<file path="src/rtl/result_display.sv">
`default_nettype none
// ---------------------------------------------------------------------------
// result_display: signed adder result -> BCD -> multiplexed 3-digit 7-seg
// Revision: 1.0
// ---------------------------------------------------------------------------
module result_display #(
  parameter int REFRESH_DIV = 1000
) (
  input  logic       clk,
  input  logic       rst,
  input  logic       in_valid,
  input  logic       in_sub,
  input  logic       in_ca,
  input  logic [3:0] in_s,
  output logic       out_ready,
  output logic       out_done,
  output logic [6:0] out_seg,
  output logic [2:0] out_an
);

  localparam logic [0:0] S_IDLE = 1'b0;
  localparam logic [0:0] S_CONV = 1'b1;

  localparam int                c_CW      = $clog2(REFRESH_DIV);
  localparam logic [c_CW-1:0]   c_CNT_MAX = c_CW'(REFRESH_DIV - 1);
  localparam logic [1:0]        c_SEL_UNITS = 2'd0;
  localparam logic [1:0]        c_SEL_TENS  = 2'd1;
  localparam logic [1:0]        c_SEL_SIGN  = 2'd2;
  localparam logic [6:0]        c_SEG_MINUS = 7'b0111111;
  localparam logic [6:0]        c_SEG_BLANK = 7'b1111111;

  logic [0:0]      r_state;
  logic [2:0]      r_step;
  logic [4:0]      r_bin;
  logic [3:0]      r_bcd_u;
  logic            r_bcd_t;
  logic            r_neg_pend;
  logic [3:0]      r_units;
  logic [1:0]      r_tens;
  logic            r_neg;
  logic            r_done;
  logic [c_CW-1:0] r_cnt;
  logic [1:0]      r_sel;
  logic [6:0]      r_seg;
  logic [2:0]      r_an;

  logic            w_accept;
  logic            w_last;
  logic [4:0]      w_mag;
  logic            w_neg;
  logic [3:0]      w_u_adj;
  logic [3:0]      w_u_shift;
  logic [1:0]      w_t_shift;
  logic [3:0]      w_units_nxt;
  logic [1:0]      w_tens_nxt;
  logic            w_neg_nxt;
  logic            w_wrap;
  logic [1:0]      w_sel_nxt;
  logic [6:0]      w_seg_nxt;
  logic [2:0]      w_an_nxt;

  function automatic logic [6:0] f_digit(input logic [3:0] d);
    logic [6:0] seg;
    case (d)
      4'd0:    seg = 7'b1000000;
      4'd1:    seg = 7'b1111001;
      4'd2:    seg = 7'b0100100;
      4'd3:    seg = 7'b0110000;
      4'd4:    seg = 7'b0011001;
      4'd5:    seg = 7'b0010010;
      4'd6:    seg = 7'b0000010;
      4'd7:    seg = 7'b1111000;
      4'd8:    seg = 7'b0000000;
      4'd9:    seg = 7'b0010000;
      default: seg = 7'b1111111;
    endcase
    return seg;
  endfunction

  assign w_accept = (r_state == S_IDLE) && in_valid;
  assign w_last   = (r_state == S_CONV) && (r_step == 3'd4);

  // Subtract without carry-out means a borrow: the sum is the two's complement of the magnitude.
  always_comb begin
    w_mag = {in_ca, in_s};
    w_neg = 1'b0;
    if (in_sub) begin
      if (in_ca) begin
        w_mag = {1'b0, in_s};
      end else begin
        w_mag = 5'd16 - {1'b0, in_s};
        w_neg = 1'b1;
      end
    end
  end

  // Tens never exceeds 1 before the final shift, so only units needs the add-3 correction.
  assign w_u_adj   = (r_bcd_u >= 4'd5) ? (r_bcd_u + 4'd3) : r_bcd_u;
  assign w_u_shift = {w_u_adj[2:0], r_bin[4]};
  assign w_t_shift = {r_bcd_t, w_u_adj[3]};

  assign w_units_nxt = w_last ? w_u_shift  : r_units;
  assign w_tens_nxt  = w_last ? w_t_shift  : r_tens;
  assign w_neg_nxt   = w_last ? r_neg_pend : r_neg;

  assign w_wrap    = (r_cnt == c_CNT_MAX);
  assign w_sel_nxt = !w_wrap ? r_sel :
                     (r_sel == c_SEL_UNITS) ? c_SEL_TENS :
                     (r_sel == c_SEL_TENS)  ? c_SEL_SIGN : c_SEL_UNITS;

  // Decode from next-cycle values so new digits appear on the same edge they are latched.
  always_comb begin
    w_seg_nxt = f_digit(w_units_nxt);
    w_an_nxt  = 3'b110;
    case (w_sel_nxt)
      c_SEL_TENS: begin
        w_seg_nxt = (w_tens_nxt == 2'd0) ? c_SEG_BLANK : f_digit({2'b00, w_tens_nxt});
        w_an_nxt  = 3'b101;
      end
      c_SEL_SIGN: begin
        w_seg_nxt = w_neg_nxt ? c_SEG_MINUS : c_SEG_BLANK;
        w_an_nxt  = 3'b011;
      end
      default: begin
        w_seg_nxt = f_digit(w_units_nxt);
        w_an_nxt  = 3'b110;
      end
    endcase
  end

  always_ff @(posedge clk) begin
    if (rst) begin
      r_state    <= S_IDLE;
      r_step     <= 3'd0;
      r_bin      <= 5'd0;
      r_bcd_u    <= 4'd0;
      r_bcd_t    <= 1'b0;
      r_neg_pend <= 1'b0;
      r_units    <= 4'd0;
      r_tens     <= 2'd0;
      r_neg      <= 1'b0;
      r_done     <= 1'b0;
      r_cnt      <= '0;
      r_sel      <= c_SEL_UNITS;
      r_seg      <= 7'b1000000;
      r_an       <= 3'b110;
    end else begin
      r_done <= 1'b0;
      case (r_state)
        S_IDLE: begin
          if (w_accept) begin
            r_state    <= S_CONV;
            r_step     <= 3'd0;
            r_bin      <= w_mag;
            r_neg_pend <= w_neg;
            r_bcd_u    <= 4'd0;
            r_bcd_t    <= 1'b0;
          end
        end
        default: begin
          r_step  <= r_step + 3'd1;
          r_bin   <= {r_bin[3:0], 1'b0};
          r_bcd_u <= w_u_shift;
          r_bcd_t <= w_t_shift[0];
          if (w_last) begin
            r_state <= S_IDLE;
            r_done  <= 1'b1;
          end
        end
      endcase
      r_units <= w_units_nxt;
      r_tens  <= w_tens_nxt;
      r_neg   <= w_neg_nxt;
      r_cnt   <= w_wrap ? '0 : (r_cnt + 1'b1);
      r_sel   <= w_sel_nxt;
      r_seg   <= w_seg_nxt;
      r_an    <= w_an_nxt;
    end
  end

  assign out_ready = (r_state == S_IDLE);
  assign out_done  = r_done;
  assign out_seg   = r_seg;
  assign out_an    = r_an;

endmodule
`default_nettype wire

</file>
<file path="config.mk">
export PLATFORM = sky130hd
export DESIGN_NAME = result_display
export DESIGN_NICKNAME = d
export VERILOG_FILES = /design/src/rtl/result_display.sv
export SDC_FILE = /design/constraint.sdc
export NUM_CORES = 1
export LEC_CHECK = 0
export BUFFER_PORTS_ARGS = -buffer_cell sky130_fd_sc_hd__buf_2
export CAP_MARGIN = 20
export CORE_UTILIZATION = 40
export CTS_CLUSTER_DIAMETER = 50
export CTS_CLUSTER_SIZE = 16
export DETAILED_ROUTE_END_ITERATION = 10
export PLACE_DENSITY = 0.67
export SLEW_MARGIN = 40
export SYNTH_ARGS = -nofsm -noshare
export SYNTH_HDL_FRONTEND = slang
export SYNTH_SLANG_ARGS = --single-unit
export TNS_END_PERCENT = 5
</file>
<file path="constraint.sdc">
create_clock -name clk -period 3.2 [get_ports clk]
set_input_delay 0.16 -clock clk [delete_from_list [all_inputs] [get_ports clk]]
set_output_delay 0.16 -clock clk [all_outputs]
set_load 0.01 [all_outputs]
</file>
**Word-level counts from Yosys, hierarchy flattened**

Memories as Yosys holds them, arrays and structs flattened.
Cells that the tools add are included.

- $add $sub $neg: 4
- $mul: 0
- Divide/modulo/power cells: 0
- $lt $le $gt $ge: 1
- Equal/unequal tests: 8
- Shift operators: 0
- Mux-type cells: 28
- Bitwise logic cells: 1
- Reduce and logical (&&, ||, !) cells: 9

Operator list:

| kind | count |
|---|---|
| one-hot mux 7 bit (3 select lines) | 1 |
| 2-to-1 mux 5 bit | 4 |
| 2-to-1 mux 4 bit | 4 |
| 2-to-1 mux 7 bit | 2 |
| one-hot mux 7 bit (2 select lines) | 1 |
| adder 10 x 1 -> 10 bit, second input constant | 1 |
| == test 10 bit, second input constant | 1 |
| 2-to-1 mux 1 bit | 9 |
| 2-to-1 mux 2 bit | 4 |
| == test 2 x 1 -> 1 bit, second input constant | 3 |
| == test 2 bit, second input constant | 3 |
| 2-to-1 mux 3 bit | 2 |
| one-hot mux 3 bit (2 select lines) | 1 |
| OR reduction 2 bit | 3 |
| subtractor 5 x 4 -> 5 bit, first input constant | 1 |
| adder 4 x 2 -> 4 bit, second input constant | 1 |
| >= comparator 4 x 3 -> 1 bit, second input constant | 1 |
| logical NOT 2 bit | 2 |
| adder 3 x 1 -> 3 bit, second input constant | 1 |
| == test 3 bit, second input constant | 1 |
| logical AND 1 bit | 2 |
| AND reduction 2 bit | 1 |
| nonzero test 2 bit | 1 |
| NOT 1 bit | 1 |

- Register bits: 45
- Latch bits: 0
- Memory bits (writable): 0
- Memory bits (read-only): 112
- Bits of input ports: 9
- Output and inout port bits: 12
- Memories kept: 1

Memory list:

| name | words | width | read ports | clocked after Yosys merged registers in | wr ports | line | text |
|---|---|---|---|---|---|---|---|
| (no name shown) | 16 | 7 | 1 | 0 | 0 | 64 | `case (d)` |

**Longest topological paths before layout**

Gate-level depths: netlist of run 1.

- Depth after elaboration: 7
- Mapped depth: 11

**Worst setup path after synthesis of run 1**

Ideal clock, no wire load.

- Path type: register -> register
- From: register r_cnt[0]
- To: register r_seg[6], in the netlist out_seg[6]
- Data arrival time: 2277 ps
- Required time: 3065 ps
- Setup slack: 788 ps
- Stages on the path, launching flop included: 12
- Buffers on the path: 0
- Period minus slack after synthesis: 2412 ps
- Path through: dfxtp_1 -> ha_1 -> nand4b_1 -> nor3_1 -> mux2i_1 -> inv_1 -> ha_1 -> inv_1 -> nor2_1 -> a31oi_1 -> o31ai_1 -> a31oi_1

- Cells in the longest elaborated chain, start to end: 4
- Elaborated cells on any way between the ends: 5
- Classes of those cells: 3 x eq/ne; 2 x mux

Ends and longest elaborated chain:

| element | line | text |
|---|---|---|
| from (decl) | 42 | `logic [c_CW-1:0] r_cnt;` |
| from (signal assigned) | 174 | `r_cnt <= w_wrap ? '0 : (r_cnt + 1'b1);` |
| == test 10 bit * | 106 | `assign w_wrap = (r_cnt == c_CNT_MAX);` |
| 2-to-1 mux 2 bit * | 107 | `assign w_sel_nxt = !w_wrap ? r_sel :` |
| via w_sel_nxt[0] | 58 | `logic [1:0] w_sel_nxt;` |
| == test 2 bit or == test 2 x 1 -> 1 bit (tied branches) | - |  |
| one-hot mux 7 bit (2 select lines) * | 115 | `case (w_sel_nxt)` |
| to (signal assigned) | 176 | `r_seg <= w_seg_nxt;` |
| to (decl) | 44 | `logic [6:0] r_seg;` |

The timed path passes the listed nets; every way through them passes the cells marked *.
A chain may end at the register's enable or synchronous reset.

**Worst setup path in the final report of run 1**

Same ends and word-level chain as after synthesis.

==> metrics.md, run 1 <==
| Metric | Value |
|---|---|
| Top cells by area, synth | `dfxtp_1 40%, ha_1 8.3%, nor2_1 6.3%` |
| Initial core utilization | `between 40% and 50%` |
| Min Clock Period, post-route | `between 2000 and 3000 ps` |
| Overall power | `1.16 mW` |
| P&R area growth vs syn | `12.3%` |
| Flops & latches, synth | `45` |
| Ratio of cells with drive above 1 in the final layout | `14.1%` |
| Crit Path Max Fanout | `6` |
| Setup crit start kind | `flip-flop` |
| Vias in the first global route | `1718` |
| Syn_nets | `289` |
| Vias per inst | `5.11` |
| Later-pin clock latency in the skew report | `300 ps` |
| Core box area | `roughly 5500 µm²` |
| Synth Warn # | `0` |
| Crit end category | `flip-flop` |
| FMAX | `between 0.3 and 0.4 GHz` |
| RD Place Congestion | `0.782` |
| CP Data Required Time | `3370 ps` |
| Period utilisation layout | `83.8%` |
| Boundary Pins | `21` |
| IO buf count | `20` |
| Die height | `77.4 µm` |
| Drt wl/cell | `around 12 µm` |
| Most instantiated cells after synthesis | `45 x dfxtp_1, 38 x nor2_1, 20 x a21oi_1` |
| Predominant post-synthesis flop cell | `dfxtp_1` |
| Mapped cell area | `2270 µm²` |
| Count leader, synth | `dfxtp_1` |
| Worst slew pin tran | `608 ps` |
| Residual DRC | `0` |
| CTS tree | `built` |
| DP Wirelength | `3.17 mm` |
| Rows | `27` |
| Root buffer cell | `clkbuf_8` |
| Number of max-cap violations | `0` |
| RSZ-0062 raised after global routing | `no` |
| Fin. max-slew vios | `0` |
| Most area-hungry cell type in the Yosys netlist | `dfxtp_1` |
| Worst slew margin | `58.4%` |
| Antenna Violating Nets Remaining | `0` |
| Post-route insts no fill | `356` |
| Worst setup path category | `flip-flop to flip-flop` |
| Number of distinct library cells after synthesis | `51` |
| Initial DRC Count | `86` |
| Drt pass-1 iters | `5` |
| Register area share after synthesis | `about 40%` |
| Max clock buf depth | `2` |
| GRT overflow | `0` |
| Ant. Diodes | `0` |
| GRT Util Overall | `16.0%` |
| Number of synthesized flops with an enable pin | `0` |
| LEAKAGE | `around 1.1 nW` |
| Number of buffers created by CTS | `5` |
| Clock slew at the register clock pins of the worst setup and hold paths | `90 ps` |
| Global-route wire length before repair | `around 7.7 mm` |
| Setup TNS | `0 ps` |
| Worst hold path class | `primary input to flip-flop` |
| Nets | `307` |
| Worst IR Drop VDD | `0.000204 V` |
| Post-CTS Setup Inserts | `0` |
| # H-tree levels | `2` |
| Syn Inst Count | `265` |
| Status | `finished, final reports clean` |
| Final Setup Violations | `0` |
| Crit path DAT | `approximately 2900 ps` |
| Syn avg cell area | `between 8 and 9 µm²` |
| Vias | `1818` |
| Drt total wl | `~4.3 mm` |
| PwrDens | `455 nW/µm²` |
| Dpl cells | `between 300 and 400` |
| Clock skew | `7.87 ps` |
| Post-synth ARST share | `0%` |
| Post-CTS Hold Buffers | `0` |
| Pin count of the biggest net entering global routing | `35` |
| Number of clock sinks | `45` |
| DIE WIDTH | `77.4 µm` |
| Initial antenna violation count | `0` |
| Final Hold Viols | `0` |
| Die ar. | `5990 µm²` |
| CTS resizes | `0` |
| Share of the synthesized area in the top cell type | `39.6%` |
## metal layers
| layer | vias to the layer above | wire length [µm] | share of wire [%] | track usage, % |
|---|---|---|---|---|
| met5 | - | 0 | 0 | 0 |
| met4 | 0 | 80 | 1.9 | 6.79 |
| met3 | 7 | 175 | 4.1 | 3.29 |
| met2 | 32 | 1870 | 43 | 25.4 |
| met1 | 817 | 2180 | 51 | 21.0 |
| li1 | 962 | - | - | - |
## report_power, final
part | switching [mW] | internal, mW
logic | 0.0425 | 0.0258
clock network | 0.199 | 0.314
registers | 0.00935 | 0.570
## final cells by class
type	count	area (µm²)
clock buffer	5	68.8
multi-input combinational	190	1240
tap	72	90.1
inverter	19	71.3
sequential	45	901
timing repair buffer	22	115
fill	551	2950
clock inverter	3	68.8
## worst max-delay path, cell delays in order (launching register included)
cell	delay, ps
dfxtp_1	360
ha_1	230
nand4b_1	110
nor3_1	330
mux2i_1	400
inv_1	110
ha_1	420
inv_1	80
nor2_1	140
a31oi_1	80
o31ai_1	240
a31oi_1	60
## flip-flops by register name, summed over array words and instances (netlist names)
register,count
r_cnt,10
out_seg,7
r_bin,5
r_bcd_u,4
r_units,4
out_an,3
r_step,3
r_sel,2
r_tens,2
out_done,1
r_bcd_t,1
r_neg,1
r_neg_pend,1
r_state,1
## metrics by stage
stage                     area, µm²  hold WS (ps)  util, %  setup WS, ps
after CTS                      2550           197     46.4           512
final                          2550           193     46.4           518
after floorplan                2270           238        -           788
after global routing           2550           238     46.4           135
after detailed placement       2420           439     43.9           535
after global placement         2420           432     43.9           656
## placed cells by master (no fill, tap or decap), types with 3 or more instances in the layout
master     n
dfxtp_1   45
nor2_1    38
a21oi_1   20
buf_2     20
inv_1     19
nand2_1   18
ha_1      15
nor3_1     9
nand3_1    8
o21ai_0    8
mux2i_1    5
nand2b_1   5
a31oi_1    5
xor2_1     5
clkbuf_8   5
xnor2_1    4
nor3b_1    3
a211oi_1   3
## cell families after synthesis
kind of cell | synth area share (%)
AOI/OAI and AO/OA | 17.8
xor gates and xnor gates | 3.47
adders and majority gates | 8.25
buffers and inverters | 5.94
DFF | 39.6
muxes | 3.19
and+or+nand+nor | 21.7
## path summary, 6_finish.rpt
check | slack [ps] | from | endpoint | cells past startpoint
max | 520 | r_cnt[0] | out_seg[6] | 11
min | 190 | in_s[0] | r_bin[0] | 3
max reg2reg | 520 | r_cnt[0] | out_seg[6] | 11
min reg2reg | 450 | r_cnt[0] | r_cnt[0] | 1
Power figures use the tool's default switching activity.
==> inputs of run 2 (changes only) <==
==> constraint.sdc (replaced) <==
create_clock -name clk -period 2.6 [get_ports clk]
set_input_delay 0.13 -clock clk [delete_from_list [all_inputs] [get_ports clk]]
set_output_delay 0.13 -clock clk [all_outputs]
set_load 0.01 [all_outputs]
==> metrics.md, run 2 (synthesis results as in run 1) <==
| Metric | Value |
|---|---|
| Status | `finished, final reports clean` |
| # H-tree levels | `2` |
| Residual DRC | `0` |
| Drt pass-1 iters | `4` |
| Slowest-stage cell, CP | `dfxtp_1` |
| Core box area | `around 5500 µm²` |
| Hold path startpoint | `in_s[0]` |
| IO buf count | `20` |
| Clock slew at the register clock pins of the worst setup and hold paths | `80 ps` |
| Period utilisation layout | `93.4%` |
| Max clock buf depth | `2` |
| Min Clock Period, post-route | `2430 ps` |
| Crit Path Max Fanout | `4` |
| LEAKAGE | `1.06 nW` |
| DIE WIDTH | `77.4 µm` |
| Number of max-cap violations | `0` |
| Clock skew | `7.11 ps` |
| DP Wirelength | `~3.1 mm` |
| Clk pwr share | `40.4%` |
| Most frequent cells in the layout | `44 x dfxtp_1, 38 x nor2_1, 20 x buf_2` |
| Die height | `between 70 and 80 µm` |
| CP max stage delay | `around 370 ps` |
| Final Util | `47.1%` |
| Overall power | `1.34 mW` |
| Worst setup path category | `flip-flop to flip-flop` |
| Worst IR Drop VDD | `0.000267 V` |
| Die ar. | `5990 µm²` |
| Rows | `27` |
| Crit path DAT | `between 2000 and 3000 ps` |
| Root buffer cell | `clkbuf_8` |
| Most flop-heavy register | `r_cnt` |
| Worst slew pin tran | `between 500 and 600 ps` |
| Worst R2R Path Depth | `11` |
| Worst reg2reg endpoint | `out_seg[6]` |
| Final WS setup | `~170 ps` |
| Worst slew margin | `about three fifths` |
| Final Setup Violations | `0` |
| Antenna Violating Nets Remaining | `0` |
| FF-to-FF setup slack | `about 170 ps` |
| Ratio of cells with drive above 1 in the final layout | `17.1%` |
| Hold path depth | `3` |
| Drt total wl | `4.37 mm` |
| Vias in the first global route | `1659` |
| Initial DRC Count | `roughly 130` |
| Worst path cell trace | `ha_2 -> nand4b_1 -> nor3_4 -> nand2_1 -> mux2_2 -> ha_1 -> inv_1 -> nor2_1 -> a31oi_1 -> o31ai_1 -> a31oi_1` |
| Fin. max-slew vios | `0` |
| Dpl cells | `349` |
| Sw power | `0.295 mW` |
| Post-route insts no fill | `359` |
| Pre-CTS setup slack | `-5.26 ps` |
| CTS tree | `built` |
| Vias per inst | `around 5` |
| Initial core utilization | `approximately two fifths` |
| FF-to-FF Start | `r_cnt[0]` |
| Sequential Power Share | `between 50% and 60%` |
| Vias | `1811` |
| Crit end category | `flip-flop` |
| GRT overflow | `0` |
| PwrDens | `518 nW/µm²` |
| Sw Share | `22.0%` |
| Drt wl/cell | `12.2 µm` |
| Number of buffers created by CTS | `5` |
| Logic gate share of total power | `6.4%` |
| Hold Path End | `r_bin[0]` |
| RSZ-0062 raised after global routing | `yes` |
| Internal power | `approximately 1.0 mW` |
| Number of clock sinks | `45` |
| Boundary Pins | `21` |
| Pin count of the biggest net entering global routing | `35` |
| Max FFs per register | `10` |
| P&R area growth vs syn | `13.9%` |
| Most used cell, CP | `a31oi_1` |
| Hold Worst Slack | `165 ps` |
| GRT Util Overall | `15.4%` |
| Initial antenna violation count | `0` |
| Setup crit start kind | `flip-flop` |
| Nets | `310` |
| Global-route wire length before repair | `approximately 7.4 mm` |
| Later-pin clock latency in the skew report | `290 ps` |
| RD Place Congestion | `0.846` |
| Leading cell type in the layout, fill and taps excluded | `dfxtp_1` |
| CP Data Required Time | `between 2000 and 3000 ps` |
| FMAX | `0.412 GHz` |
| Ant. Diodes | `0` |
| Final Hold Viols | `0` |
| Worst hold path class | `primary input to flip-flop` |
[run 2: cell count changes in the layout (fill, tap and decap cells not counted), sizes merged]
cell      delta
clkinvlp     +1
bufinv       -1
buf          +3
clkbuf       +1
inv          -1
[run 2: how the worst max path moves through the flow]
stage               start         end  slack [ps]  cells after the start
2_1_floorplan    r_cnt[0]  out_seg[6]         190                     11
3_3_place_gp   r_bcd_u[1]  out_seg[1]         -50                     10
3_5_place_dp   r_bcd_u[1]  out_seg[1]          -5                     10
4_1_cts        r_bcd_u[1]  out_seg[1]          60                     10
5_1_grt          r_cnt[0]  out_seg[6]         -30                     11
6_report         r_cnt[0]  out_seg[6]         170                     11
[run 2: final cells by class]
type | count | area, µm²
tap | 72 | 90.1
clock buffer | 6 | 82.6
clock inverter | 2 | 37.5
sequential | 45 | 902
timing repair buffer | 25 | 138
inverter | 19 | 71.3
fill | 548 | 2920
multi-input combinational | 190 | 1270
[run 2: critical path: cells and delay by family, from the launching register on]
kind	cells	cell delay (ps)
muxes	1	300
DFF	1	370
AOI/OAI and AO/OA	3	400
buffers and inverters	1	70
and+or+nand+nor	4	610
adders and majority gates	2	570
[run 2: per-layer routing]
metal	up-vias	GRT usage [%]	wire (µm)
li1	962	-	-
met1	801	20.0	2150
met2	42	24.3	1990
met3	6	3.53	172
met4	0	6.60	59
met5	-	0	0
[run 2: stage by stage]
| stage | TNS (ps) | cell area, µm² |
|---|---|---|
| finish | 0 | 2590 |
| global route | -39.6 | 2590 |
| CTS | 0 | 2550 |
| detailed placement | -5.26 | 2420 |
| global placement | -45.9 | 2420 |
| floorplan | 0 | 2270 |
[run 2: power groups by stage]
stage | clock network, mW | registers (mW) | logic, mW
after global placement | 0 | 0.730 | 0.0839
after detailed placement | 0 | 0.730 | 0.0853
after global routing | 0.596 | 0.716 | 0.0978
after CTS | 0.560 | 0.714 | 0.0860
final | 0.542 | 0.714 | 0.0858
after floorplan | 0 | 0.726 | 0.0658
[run 2: what timing repair did]
item,4_1_cts,5_1_grt
gates resized for setup,1,7
setup buffers,0,2
pin swaps,0,0
endpoints found under the setup margin,1,7
gates cloned,0,0
hold buffers,0,0
==> inputs of run 3 (changes only) <==
--- a/config.mk
+++ b/config.mk
@@ -7,11 +7,13 @@
 export LEC_CHECK = 0
 export BUFFER_PORTS_ARGS = -buffer_cell sky130_fd_sc_hd__buf_2
 export CAP_MARGIN = 20
-export CORE_UTILIZATION = 40
+export CELL_PAD_IN_SITES_DETAIL_PLACEMENT = 0
+export CELL_PAD_IN_SITES_GLOBAL_PLACEMENT = 1
+export CORE_UTILIZATION = 44
 export CTS_CLUSTER_DIAMETER = 50
 export CTS_CLUSTER_SIZE = 16
 export DETAILED_ROUTE_END_ITERATION = 10
-export PLACE_DENSITY = 0.67
+export PLACE_DENSITY = 0.88
 export SLEW_MARGIN = 40
 export SYNTH_ARGS = -nofsm -noshare
 export SYNTH_HDL_FRONTEND = slang
==> metrics.md, run 3 (synthesis results as in run 1) <==
| Metric | Value |
|---|---|
| Later-pin clock latency in the skew report | `roughly 300 ps` |
| Met1 wire length | `2.25 mm` |
| Final Hold Viols | `0` |
| Die height | `73.9 µm` |
| Initial DRC Count | `95` |
| Ant. Diodes | `0` |
| Leading cell type in the layout, fill and taps excluded | `dfxtp_1` |
| Boundary Pins | `21` |
| Worst slew pin tran | `between 600 and 700 ps` |
| Drt total wl | `4.50 mm` |
| Final Util | `53.7%` |
| Final Setup Violations | `0` |
| Top sig layer | `met4` |
| DP Wirelength | `approximately 3.2 mm` |
| Beginning of the critical path | `r_bcd_u[1]` |
| Filler cells | `466` |
| Clock skew | `7.14 ps` |
| GRT overflow | `0` |
| WL met3 | `131 µm` |
| Setup crit start kind | `flip-flop` |
| CP Data Required Time | `roughly 2800 ps` |
| Pre-CTS setup slack | `between 7 and 8 ps` |
| DIE WIDTH | `about 74 µm` |
| Overall power | `approximately 1.3 mW` |
| Min Clock Period, post-route | `2370 ps` |
| Residual DRC | `0` |
| FF-to-FF Start | `r_bcd_u[1]` |
| Worst setup path category | `flip-flop to flip-flop` |
| Status | `finished, final reports clean` |
| Pin count of the biggest net entering global routing | `35` |
| Crit path DAT | `about 2600 ps` |
| Setup TNS | `0 ps` |
| Worst slew margin | `57.0%` |
| RD Place Congestion | `0.880` |
| Clock slew at the register clock pins of the worst setup and hold paths | `80 ps` |
| Most frequent cells in the layout | `42 x dfxtp_1, 38 x nor2_1, 20 x buf_2` |
| Vias per inst | `between 5 and 6` |
| Hold path startpoint | `in_s[0]` |
| Initial core utilization | `between 40% and 50%` |
| Crit end category | `flip-flop` |
| Number of clock sinks | `45` |
| GRT Util Overall | `approximately 18%` |
| Crit Path Max Fanout | `5` |
| Root buffer cell | `clkbuf_8` |
| Number of buffers created by CTS | `5` |
| Drt wl/cell | `12.7 µm` |
| Drt pass-1 iters | `4` |
| Vias in the first global route | `1621` |
| Rows | `25` |
| Nets | `311` |
| Worst hold path class | `primary input to flip-flop` |
| Antenna Violating Nets Remaining | `0` |
| IO buf count | `20` |
| Vias | `1839` |
| Final WS setup | `229 ps` |
| Fin. max-slew vios | `0` |
| # H-tree levels | `2` |
| LEAKAGE | `1.06 nW` |
| PwrDens | `512 nW/µm²` |
| RSZ-0062 raised after global routing | `no` |
| FMAX | `between 0.4 and 0.5 GHz` |
| Number of max-cap violations | `0` |
| Core box area | `4850 µm²` |
| Global-route wire length before repair | `7.73 mm` |
| Most flop-heavy register | `r_cnt` |
| CTS tree | `built` |
| P&R area growth vs syn | `14.5%` |
| Ratio of cells with drive above 1 in the final layout | `18.4%` |
| Period utilisation layout | `91.2%` |
| Max FFs per register | `10` |
| Met2 WL | `2.05 mm` |
| Initial antenna violation count | `0` |
| Worst IR Drop VDD | `0.000214 V` |
| Die ar. | `5460 µm²` |
| Max clock buf depth | `2` |
[run 3: cell count changes in the layout (fill, tap and decap cells not counted), sizes merged]
cell and change:
clkinv +1, buf +1, clkbuf -1
[run 3: power breakdown]
| part | switching, mW | internal (mW) |
|---|---|---|
| sequential | 0.0118 | 0.703 |
| combinational | 0.0546 | 0.0347 |
| clock | 0.242 | 0.288 |
| total | 0.308 | 1.03 |
[run 3: worst paths after layout]
| path | to | slack [ps] | cells past startpoint |
|---|---|---|---|
| max | out_seg[1] | 230 | 10 |
| min | r_bin[0] | 170 | 3 |
| max reg2reg | out_seg[1] | 230 | 10 |
| min reg2reg | r_cnt[0] | 450 | 1 |
[run 3: metal layers]
layer / up-vias / global-route usage, %
li1: 963 / -
met1: 844 / 24.9
met2: 25 / 29.1
met3: 7 / 4.12
met4: 0 / 6.41
met5: - / 0
[run 3: final cells by class]
type | count | area, µm² | area share, %
multi-input combinational | 190 | 1280 | 49.3
sequential | 45 | 905 | 34.7
timing repair buffer | 26 | 145 | 5.57
tap | 67 | 83.8 | 3.22
inverter | 19 | 71.3 | 2.74
clock buffer | 5 | 68.8 | 2.64
clock inverter | 3 | 46.3 | 1.78
[run 3: worst max-delay path: stages (launching register included)]
cell and delay, ps:
dfxtp_1 350, inv_1 100, ha_1 180, nand2b_1 210
a21oi_2 200, xnor2_1 110, mux2i_2 290, inv_1 110
ha_1 310, o21ai_0 110, a32o_1 290
[run 3: repair_timing]
action	4_1_cts	5_1_grt
cloned	0	0
resized for setup	1	10
pin swaps	0	3
setup endpoints to repair	1	7
buffers inserted	0	1
hold buffers	0	0
[run 3: stage by stage]
step | cell area [µm²] | hold WS, ps | cells
floorplan | 2270 | 208 | 265
global placement | 2430 | 431 | 346
detailed placement | 2430 | 442 | 346
CTS | 2550 | 163 | 354
global route | 2610 | 204 | 355
finish | 2610 | 166 | 355
